===== src/rtl/systolic_sched.sv =====
// Sequencer for one matrix multiply on a systolic array. It stages N operand beats,
// replays them as a contiguous burst, captures N result rows and drains them downstream.
module systolic_sched #(
  parameter int N_SIZE  = 3,
  parameter int DATA_W  = 16,
  parameter int ACC_W   = 32,
  parameter int TIMEOUT = 64,
  localparam int IDX_W  = (N_SIZE > 1) ? $clog2(N_SIZE) : 1
) (
  input  logic                       clk,
  input  logic                       rst_n,
  input  logic                       start,
  input  logic                       abort,
  output logic                       busy,
  output logic                       done,
  output logic                       error,
  input  logic                       op_valid,
  output logic                       op_ready,
  input  logic [N_SIZE*DATA_W-1:0]   op_a_col,
  input  logic [N_SIZE*DATA_W-1:0]   op_b_row,
  output logic                       arr_valid_in,
  output logic [N_SIZE*DATA_W-1:0]   arr_a,
  output logic [N_SIZE*DATA_W-1:0]   arr_b,
  input  logic                       arr_valid_out,
  input  logic [N_SIZE*ACC_W-1:0]    arr_c,
  output logic                       res_valid,
  input  logic                       res_ready,
  output logic [N_SIZE*ACC_W-1:0]    res_row,
  output logic [IDX_W-1:0]           res_idx,
  output logic                       res_last
);

  localparam int TW = $clog2(TIMEOUT + 1);
  localparam logic [IDX_W-1:0] LAST   = IDX_W'(N_SIZE - 1);
  localparam logic [TW-1:0]    T_LAST = TW'(TIMEOUT - 1);

  typedef enum logic [2:0] {IDLE, COLLECT, FEED, WAIT, CAPTURE, DRAIN} state_t;

  state_t                    state, state_nxt;
  logic [IDX_W-1:0]          idx, idx_nxt;
  logic [TW-1:0]             wcnt, wcnt_nxt;
  logic                      op_fire, cap_fire, done_nxt, error_nxt;
  logic [N_SIZE*DATA_W-1:0]  stage_a [N_SIZE];
  logic [N_SIZE*DATA_W-1:0]  stage_b [N_SIZE];
  logic [N_SIZE*ACC_W-1:0]   res_buf [N_SIZE];
  logic [N_SIZE*DATA_W-1:0]  feed_a, feed_b;
  logic [N_SIZE*ACC_W-1:0]   drain_row;

  always_ff @(posedge clk or negedge rst_n) begin
    if (!rst_n) begin
      state <= IDLE;
      idx   <= '0;
      wcnt  <= '0;
    end else begin
      state <= state_nxt;
      idx   <= idx_nxt;
      wcnt  <= wcnt_nxt;
    end
  end

  // idx is the slot pointer for every phase; wcnt only runs in WAIT
  always_comb begin
    state_nxt = state;
    idx_nxt   = idx;
    wcnt_nxt  = wcnt;
    op_fire   = 1'b0;
    cap_fire  = 1'b0;
    done_nxt  = 1'b0;
    error_nxt = 1'b0;
    case (state)
      IDLE: begin
        idx_nxt  = '0;
        wcnt_nxt = '0;
        if (start) state_nxt = COLLECT;
      end
      COLLECT: begin
        if (op_valid && op_ready) begin
          op_fire = 1'b1;
          if (idx == LAST) begin
            state_nxt = FEED;
            idx_nxt   = '0;
          end else begin
            idx_nxt = idx + IDX_W'(1);
          end
        end
      end
      FEED: begin
        if (idx == LAST) begin
          state_nxt = WAIT;
          idx_nxt   = '0;
          wcnt_nxt  = '0;
        end else begin
          idx_nxt = idx + IDX_W'(1);
        end
      end
      WAIT: begin
        if (arr_valid_out) begin
          cap_fire = 1'b1;
          if (idx == LAST) begin
            state_nxt = DRAIN;
            idx_nxt   = '0;
          end else begin
            state_nxt = CAPTURE;
            idx_nxt   = idx + IDX_W'(1);
          end
        end else if (wcnt == T_LAST) begin
          state_nxt = IDLE;
          error_nxt = 1'b1;
        end else begin
          wcnt_nxt = wcnt + TW'(1);
        end
      end
      CAPTURE: begin
        if (arr_valid_out) begin
          cap_fire = 1'b1;
          if (idx == LAST) begin
            state_nxt = DRAIN;
            idx_nxt   = '0;
          end else begin
            idx_nxt = idx + IDX_W'(1);
          end
        end else begin
          state_nxt = IDLE;
          error_nxt = 1'b1;
        end
      end
      DRAIN: begin
        if (res_ready) begin
          if (idx == LAST) begin
            state_nxt = IDLE;
            done_nxt  = 1'b1;
          end else begin
            idx_nxt = idx + IDX_W'(1);
          end
        end
      end
      default: state_nxt = IDLE;
    endcase
    if (abort) begin
      state_nxt = IDLE;
      done_nxt  = 1'b0;
      error_nxt = 1'b0;
    end
  end

  // Bypass covers the single-slot case where the slot being written is read the same cycle
  always_comb begin
    feed_a    = stage_a[idx_nxt];
    feed_b    = stage_b[idx_nxt];
    drain_row = res_buf[idx_nxt];
    if (op_fire && (idx == idx_nxt)) begin
      feed_a = op_a_col;
      feed_b = op_b_row;
    end
    if (cap_fire && (idx == idx_nxt)) drain_row = arr_c;
  end

  always_ff @(posedge clk) begin
    if (op_fire) begin
      stage_a[idx] <= op_a_col;
      stage_b[idx] <= op_b_row;
    end
    if (cap_fire) res_buf[idx] <= arr_c;
  end

  // Outputs are registered from the next-state view so they line up with the state change
  always_ff @(posedge clk or negedge rst_n) begin
    if (!rst_n) begin
      busy         <= 1'b0;
      done         <= 1'b0;
      error        <= 1'b0;
      op_ready     <= 1'b0;
      arr_valid_in <= 1'b0;
      arr_a        <= '0;
      arr_b        <= '0;
      res_valid    <= 1'b0;
      res_row      <= '0;
      res_idx      <= '0;
      res_last     <= 1'b0;
    end else begin
      busy         <= (state_nxt != IDLE);
      done         <= done_nxt;
      error        <= error_nxt;
      op_ready     <= (state_nxt == COLLECT);
      arr_valid_in <= (state_nxt == FEED);
      arr_a        <= (state_nxt == FEED) ? feed_a : '0;
      arr_b        <= (state_nxt == FEED) ? feed_b : '0;
      res_valid    <= (state_nxt == DRAIN);
      res_row      <= (state_nxt == DRAIN) ? drain_row : '0;
      res_idx      <= (state_nxt == DRAIN) ? idx_nxt : '0;
      res_last     <= (state_nxt == DRAIN) && (idx_nxt == LAST);
    end
  end

endmodule

===== config.mk =====
export PLATFORM = sky130hd
export DESIGN_NAME = systolic_sched
export DESIGN_NICKNAME = d
export VERILOG_FILES = /design/src/rtl/systolic_sched.sv
export SDC_FILE = /design/constraint.sdc
export NUM_CORES = 1
export LEC_CHECK = 0
export CORE_ASPECT_RATIO = 0.9
export CORE_MARGIN = 2
export CORE_UTILIZATION = 34
export DETAILED_ROUTE_END_ITERATION = 10
export GPL_TIMING_DRIVEN = 0
export PLACE_DENSITY = 0.62
export SLEW_MARGIN = 0
export SYNTH_ARGS = -nofsm -noshare
export SYNTH_HDL_FRONTEND = slang
export SYNTH_SLANG_ARGS = --single-unit

===== constraint.sdc =====
create_clock -name clk -period 16.4 [get_ports clk]
set_input_delay 1.64 -clock clk [delete_from_list [all_inputs] [get_ports clk]]
set_output_delay 1.64 -clock clk [all_outputs]
set_load 0.1 [all_outputs]

* Word level (Yosys, flattened, before mapping)
Memories as Yosys holds them, arrays and structs flattened.
Index checks and enable logic that the tools add are counted.
** Operators by class
- Add/sub/neg operators :: 2
- Eq/ne operators :: 15
- Multiplexer cells :: 47
- Reductions and logical operators :: 9
** Operator list (count)
- 2-to-1 mux 48 bit :: 4
- 2-to-1 mux 96 bit :: 2
- 2-to-1 mux 3 bit :: 11
- 2-to-1 mux 7 bit :: 3
- case mux 7 bit (3 select lines) :: 1
- case mux 3 bit (6 select lines) :: 1
- 2-to-1 mux 1 bit :: 17
- 2-to-1 mux 2 bit :: 6
- case mux 2 bit (5 select lines) :: 1
- equality test 3 x 2 -> 1 bit, second input constant :: 3
- equality test 3 bit, second input constant :: 3
- adder 7 x 1 -> 7 bit, second input constant :: 1
- equality test 7 x 6 -> 1 bit, second input constant :: 1
- equality test 3 x 1 -> 1 bit, second input constant :: 2
- != test 2 bit, second input constant :: 3
- nonzero test 3 bit :: 2
- equality test 2 bit, second input constant :: 2
- logical AND 1 bit :: 4
- AND reduction 4 bit :: 1
- zero test 3 bit :: 1
- adder 2 x 1 -> 2 bit, second input constant :: 1
- equality test 2 bit :: 1
- case mux 1 bit (2 select lines) :: 1
- OR reduction 2 bit :: 1
** Word-level totals
- Flip-flop bits (word level) :: 213
- RAM bits :: 576
- Bits of input ports :: 199
- Output and inout port bits :: 201
- Logic and storage cells :: 90
- Memories :: 3
** Memories
- res_buf :: depth 3, bits a word 96, read ports 1, clocked after memory_dff 0, wr ports 1, RTL line 45 : logic [N_SIZE*ACC_W-1:0] res_buf [N_SIZE];
- stage_a :: depth 3, bits a word 48, read ports 1, clocked after memory_dff 0, wr ports 1, RTL line 43 : logic [N_SIZE*DATA_W-1:0] stage_a [N_SIZE];
- stage_b :: depth 3, bits a word 48, read ports 1, clocked after memory_dff 0, wr ports 1, RTL line 44 : logic [N_SIZE*DATA_W-1:0] stage_b [N_SIZE];

* Logic depth before layout (Yosys ltp)
Gate-level depths: netlist (run 1).
- Depth in word-level cells :: 8
- Depth in mapped cells :: 12
- Gate-level depth less buffers :: 9

* Worst setup path before layout (run 1)
OpenSTA, ideal clock, no wires.
- Path kind :: input port to flip-flop
- Start :: in op_valid
- End :: mem stage_a[1][0] (netlist name), enable pin
- Setup time :: 0.552 ns
- Arrival time :: 5.903 ns
- Required time :: 15.848 ns
- Path slack :: 9.946 ns
- Stages :: 2
- Path buffers :: 0
- Cells stage by stage :: nand3_1 > nor2_1
** Between the ends
- Longest elaborated chain between the ends :: 5
** RTL lines
- from (decl) :: RTL line 17 : input logic op_valid,
- logical AND 1 bit :: RTL line 77 : if (op_valid && op_ready) begin
- 2-to-1 mux 1 bit :: RTL line 77
- 2-to-1 mux 1 bit :: RTL line 70 : case (state)
- 2-to-1 mux 1 bit :: RTL line 159 : if (op_fire) begin
- 2-to-1 mux 1 bit (implied by the code) :: RTL line 160 : stage_a[idx] <= op_a_col;
- to (decl) :: RTL line 43
Every way passes these cells.

* Worst setup path after layout (run 1)
- Start :: in res_ready
- End :: reg arr_b[7]
** Between the ends
- Longest elaborated chain between the ends :: 6
- Elaborated cells between the ends (all ways) :: 11
- Those cells by class :: eq/ne: 2; mux: 7; reduce/logical: 1; memory: 1
** RTL lines
- from (decl) :: RTL line 27 : input logic res_ready,
- parallel branches: the longest is 5 deep, another holds memory read (3 x 48 bit)
- 2-to-1 mux 48 bit * :: RTL line 187 : arr_b <= (state_nxt == FEED) ? feed_b : '0;
- to (signal assigned) :: RTL line 187
- to (decl) :: RTL line 23 : output logic [N_SIZE*DATA_W-1:0] arr_b,
Mark *: on every way between the ends.
A chain may end at the register's enable or synchronous reset.

==> results.cfg, run 1 <==
[sta]
final-hold-violation-count = 0
worstMarginPinSlew_ns = 1.36
rsz0062_at_grt = no
setup_tns_ns = 0
slew_headroom = 0.0920
period_needed_ns = 4.76
fin_skew_ns = 0.0169
drv_slew = 0
fin_crit_sh = 0.290
setup_viol = 0
hold_ws_ns = 0.505
max_freq_mhz = 210

[power]
power.leakage_nw = 14.8
p_int_w = 0.00341
combPwrFrac = 0.041
ir_drop_uv = 77.0
seqPwrFrac = 0.499
p_total_w = 0.00432
power_density_nw_per_um2 = 106
switchingPower_w = 0.000908
p_clk_frac = 0.460
swShare = 0.210

[grt]
grt_pass1_vias = 22393
grt_max_degree = 91
global_route.overflow_total = 0
grt_pass1_wl_mm = 145
grt_usage = 0.199
antenna_found_initial = 15

[synthesis]
synthesis.nets = 2606
synth_top_area_frac = 0.540
avgSynthCellArea_um2 = 13.3
synth.distinct_cells = 55
synth_edf_count = 576
synth_cells = 2402
syn_area_um2 = 32000
ys.flop_type = edfxtp_1
yosys_warnings = 0
yosys.area.top_type = edfxtp_1
synth-seq-area-share = 0.707
synth.area.top_cells = edfxtp_1 54%, dfrtp_1 17%, nand2_1 3.5%
async_flop_share = 0.270
ys_seq_elements = 789

[finish]
drive_gt1_frac = 0.0792
fin_cells = 4233
fin_nets = 3111
area_growth_syn_to_layout_pct = 27.8

[status]
status = complete, no violations

[critical_path]
crit_path_max_incr_delay_ns = 0.98
path_class = primary input to flip-flop
crit_chain = clkdlybuf4s50_1 > and3b_1 > o21a_1 > o41ai_4 > inv_2 > buf_2 > clkbuf_1 > o221ai_1 > o211ai_1 > a21oi_1
cp_data_arrival_time_ns = 5.28
slowest_stage = o41ai_4
end_kind = flip-flop
start_kind = primary input
crit_required_ns = 16.92
worstPathMaxFanout = 10
r2r_setup_slack_ns = 12.01

[place]
gp_congestion = 0.818
port_buffers = 398
dp.cells = 4060
dp_hpwl_mm = 66.0

[drt]
drtAntennaViolNets = 0
via_per_inst = 5.38
vias = 22757
drt-wirelength-per-cell_um = 23.6
drt_iter0_drc = 2097
drt_wl_total_mm = 99.8
drt_pass1_iterations = 6
drc = 0

[floorplan]
die_area_um2 = 96600
row_count = 106
die_x_um = 327
start_util = 0.344
ios = 400
core_region_area_um2 = 93100
die_h_um = 295

[clock_tree]
hold_buffers = 0
cts_buffers = 87
clock_path_buffers = 3
clockRootBuffer = clkbuf_16
clock_sinks = 789
insertion_delay_ns = 0.63
cts_setup_buffers = 0
post_cts_resized = 0
htree_levels = 3
cts_tree = done
clk_pin_slew_ns = 0.06

[min_path]
hold_path_class = flip-flop to flip-flop

[job]
drv_cap = 0
==> cells in the final DEF, fill, tap and decap left out, drive strengths merged, types with 4 or more instances in the layout <==
cell	n
or3	97
edfxtp	576
xor2	5
nor3	101
o211ai	98
o21a	4
buf	100
a31oi	98
inv	115
nand3	98
clkinv	28
ha	5
and3	5
clkdlybuf4s50	397
o221ai	96
a21oi	101
dfrtp	213
nand3b	4
diode	11
nand2	297
nor2	15
nor3b	5
o21ai	6
clkbuf	273
bufinv	9
a41o	96
a22o	96
==> cells in the mapped netlist (2+ instances only) <==
library cell  count
inv_1           111
nor3_1          101
nand3_1          98
mux2i_1           3
nor2_1           15
nor3b_1           3
nor3b_2           2
o221ai_1         96
nor4_4            2
nor2b_1           3
o211ai_1         98
nand4_1           3
edfxtp_1        576
buf_2            60
and3_1            5
nand2b_1          2
nand3b_1          4
a31oi_1          98
buf_1            11
dfrtp_1         213
a41o_1           96
or3_1            97
o21a_1            4
a22o_1           96
a21oi_1         100
o2111ai_1         2
ha_1              5
and2_1            2
o21ai_1           3
and3b_1           3
clkbuf_1        154
buf_4            10
o21ai_0           3
nand2_1         297
o22ai_1           2
xor2_1            5
==> power by group through the flow <==
stage	combinational [W]	sequential (W)	clock [W]
3_3_place_gp	0.000173	0.00220	0
6_report	0.000178	0.00215	0.00199
4_1_cts	0.000179	0.00215	0.00202
3_5_place_dp	0.000178	0.00219	0
5_1_grt	0.000192	0.00215	0.00210
2_1_floorplan	0.0000610	0.00220	0
==> logic make-up (layout without fill, tap and decap cells) <==
kind of cell / Yosys count / after routing / synth area share
AOI/OAI and AO/OA: 611 / 611 / 0.149
xor gates and xnor gates: 5 / 5 / 0.00137
adders and majority gates: 5 / 5 / 0.00195
buffers and inverters: 347 / 925 / 0.0442
DFF: 789 / 789 / 0.707
muxes: 4 / 4 / 0.00129
other: 0 / 11 / 0
and+or+nand+nor: 641 / 641 / 0.0953
==> flip-flops by register name, summed over array words and instances, names as in the netlist <==
signal        cells
stage_b         144
arr_a            48
arr_b            48
res_buf         288
res_idx           2
error             1
arr_valid_in      1
idx               2
res_row          96
wcnt              7
op_ready          1
state             3
res_last          1
busy              1
res_valid         1
stage_a         144
done              1
==> metrics by stage <==
stage	cell area, um2	worst slack [ns]	util
floorplan	32000	9.95	-
global placement	37500	3.30	0.403
detailed placement	38000	10.97	0.408
CTS	40900	11.65	0.439
global route	40900	11.52	0.439
finish	40900	11.64	0.439
==> area by class of cell <==
cell class,instances,area [um2]
timing repair buffer,416,4380
clock inverter,43,453
sequential,789,22600
tap,1242,1550
antenna,11,27.5
fill,8573,52200
multi-input combinational,1266,8010
clock buffer,119,2440
buffer,235,995
inverter,112,420
==> worst paths after layout <==
kind | end | depth (start not counted) | start
worst max-delay path | arr_b[7]$_DFF_PN0_ | 10 | res_ready
worst min-delay path | wcnt[0]$_DFFE_PN0P_ | 1 | wcnt[0]$_DFFE_PN0P_
worst min register to register | wcnt[0]$_DFFE_PN0P_ | 1 | wcnt[0]$_DFFE_PN0P_
max in group asynchronous | arr_b[23]$_DFF_PN0_ | 3 | rst_n
worst max register to register | arr_b[47]$_DFF_PN0_ | 11 | state[2]$_DFF_PN0_
min in group asynchronous | res_row[68]$_DFF_PN0_ | 1 | rst_n
==> worst max-delay path: cells and delay by family <==
family / cells / cell delay [ns]
AO/OA/AOI/OAI: 5 / 1.87
buffers and inverters: 4 / 1.49
AND/OR/NAND/NOR: 1 / 0.23
==> routing by layer <==
| metal | global-route usage | vias up | routed length [um] |
|---|---|---|---|
| met2 | 0.319 | 817 | 47600 |
| met1 | 0.274 | 11523 | 42900 |
| met3 | 0.0377 | 160 | 6620 |
| li1 | - | 10251 | - |
| met4 | 0.0621 | 6 | 2630 |
| met5 | 0 | - | 41 |
Power figures use the tool's default switching activity.
==> inputs of run 2 (changes only) <==
==> constraint.sdc (replaced) <==
create_clock -name clk -period 4.58 [get_ports clk]
set_input_delay 0.458 -clock clk [delete_from_list [all_inputs] [get_ports clk]]
set_output_delay 0.458 -clock clk [all_outputs]
set_load 0.1 [all_outputs]
==> run 2 against run 1 <==
Compared with the run above:
- design area up 0.14%
- critical path depth up 2
- cell count about the same
- via count down 0.16%
- sequential cell count unchanged
==> results.cfg, run 2 (same netlist as run 1, synthesis figures left out) <==
[critical_path]
cp_top_family = buffers and inverters
crit_required_ns = 5.01
crit_path_max_incr_delay_ns = 0.63
path_class = flip-flop to flip-flop
critPathBufInv = 5
path_common_cell = buf_2
end_kind = flip-flop
start_kind = flip-flop
slowest_stage = a21oi_1
crit_chain = buf_2 > inv_1 > ha_1 > mux2_1 > a21boi_4 > nor4_4 > o32a_1 > buf_2 > buf_2 > buf_2 > nand3_1 > a21oi_1
worstPathMaxFanout = 10
cp_data_arrival_time_ns = 4.65

[grt]
grt_max_degree = 102
antenna_found_initial = 23
grt_pass1_vias = 22347
grt_usage = 0.201
grt_pass1_wl_mm = 145
global_route.overflow_total = 0

[sta]
drv_slew = 0
max_freq_mhz = 237
slew_headroom = 0.127
fin_crit_sh = 0.922
final-hold-violation-count = 0
setup_viol = 0
worstMarginPinSlew_ns = 1.31
rsz0062_at_grt = no
period_needed_ns = 4.22
fin_ws_ns = 0.359
fin_skew_ns = 0.0226

[clock_tree]
cts_tree = done
clock_sinks = 789
clockRootBuffer = clkbuf_16
insertion_delay_ns = 0.63
htree_levels = 3
clock_path_buffers = 3
cts_buffers = 85
clk_pin_slew_ns = 0.06

[drt]
drt_pass1_iterations = 6
drt-wirelength-per-cell_um = 23.6
drtAntennaViolNets = 0
drc = 0
vias = 22721
drt_wl_total_mm = 100
drt_iter0_drc = 2261
via_per_inst = 5.37

[power]
power.leakage_nw = 14.8
seqPwrFrac = 0.502
power_density_nw_per_um2 = 375
combPwrFrac = 0.042
swShare = 0.210
switchingPower_w = 0.00323
p_int_w = 0.0121
p_clk_frac = 0.457
p_total_w = 0.0154
ir_drop_uv = 257

[floorplan]
die_h_um = 295
die_x_um = 327
core_region_area_um2 = 93100
start_util = 0.344
ios = 400
row_count = 106
die_area_um2 = 96600

[finish]
design_area_um2 = 41000
top_regs = res_buf: 288 flops, stage_a: 144 flops, stage_b: 144 flops
final_common_cell = edfxtp_1
regMostFlops = res_buf
final_cell_mix = 576 x edfxtp_1, 397 x clkdlybuf4s50_1, 297 x nand2_1
fin_nets = 3113
drive_gt1_frac = 0.0812
seq_area_um2 = 22600
multi_input_area_um2 = 8010
fillers = 8497
largest_reg_flops = 288
area_growth_syn_to_layout_pct = 28.0

[status]
status = complete, no violations

[job]
drv_cap = 0

[min_path]
hold_path_class = primary input to flip-flop

[place]
dp_hpwl_mm = 66.0
post-place-ws_ns = -0.731
port_buffers = 398
post_dp_cell_area_um2 = 38000
gp_congestion = 0.845
-- run 2: cell count changes in the layout (fill, tap and decap cells not counted), moves of 2 or more --
| cell | previous run | this run |
|---|---|---|
| clkbuf_2 | 0 | 2 |
| buf_16 | 5 | 8 |
| clkinv_1 | 14 | 12 |
| clkbuf_16 | 90 | 86 |
| clkbuf_1 | 175 | 170 |
| clkinv_8 | 1 | 3 |
-- run 2: routing by layer --
metal | wire length (um) | track usage
met1 | 44200 | 0.279
met2 | 46200 | 0.310
met3 | 6760 | 0.0433
met4 | 2770 | 0.0747
met5 | 129 | 0
-- run 2: stage by stage --
stage               cells   util  setup TNS [ns]  hold WS [ns]
floorplan            2402      -         -265.19         0.162
global placement     4042  0.403        -2958.93         0.490
detailed placement   4062  0.409          -26.31         0.344
CTS                  4221  0.439               0         0.113
global route         4232  0.440               0         0.147
finish               4234  0.440               0         0.154
-- run 2: power by group through the flow --
stage,sequential [W],combinational [W],clock [W]
finish,0.00771,0.000639,0.00701
global placement,0.00786,0.000617,0
global route,0.00771,0.000693,0.00743
detailed placement,0.00785,0.000637,0
floorplan,0.00787,0.000218,0
CTS,0.00771,0.000641,0.00714
-- run 2: area by class of cell --
class                      instances  area share
antenna                           12    0.000733
buffer                           235      0.0243
clock buffer                     112      0.0569
clock inverter                    46      0.0127
inverter                         112      0.0103
multi-input combinational       1266       0.195
sequential                       789       0.552
tap                             1242      0.0379
timing repair buffer             420       0.109
-- run 2: final timing paths --
path / startpoint / to / slack (ns) / cells after the start
worst max-delay path: idx[1]$_DFF_PN0_ / arr_b[44]$_DFF_PN0_ / 0.36 / 12
max in group asynchronous: rst_n / res_idx[1]$_DFF_PN0_ / 3.41 / 3
worst max register to register: idx[1]$_DFF_PN0_ / arr_b[44]$_DFF_PN0_ / 0.36 / 12
min in group asynchronous: rst_n / arr_b[11]$_DFF_PN0_ / 0.27 / 2
worst min register to register: wcnt[0]$_DFFE_PN0P_ / wcnt[0]$_DFFE_PN0P_ / 0.51 / 1
worst min-delay path: arr_valid_out / error$_DFF_PN0_ / 0.15 / 2
-- run 2: what timing repair did --
item                                    4_1_cts  5_1_grt
gates resized for setup                       2        3
hold buffers                                  1        0
hold endpoints to repair                     28        0
buffers inserted                              0        1
endpoints found under the setup margin      100        7
pin swaps                                     0        1
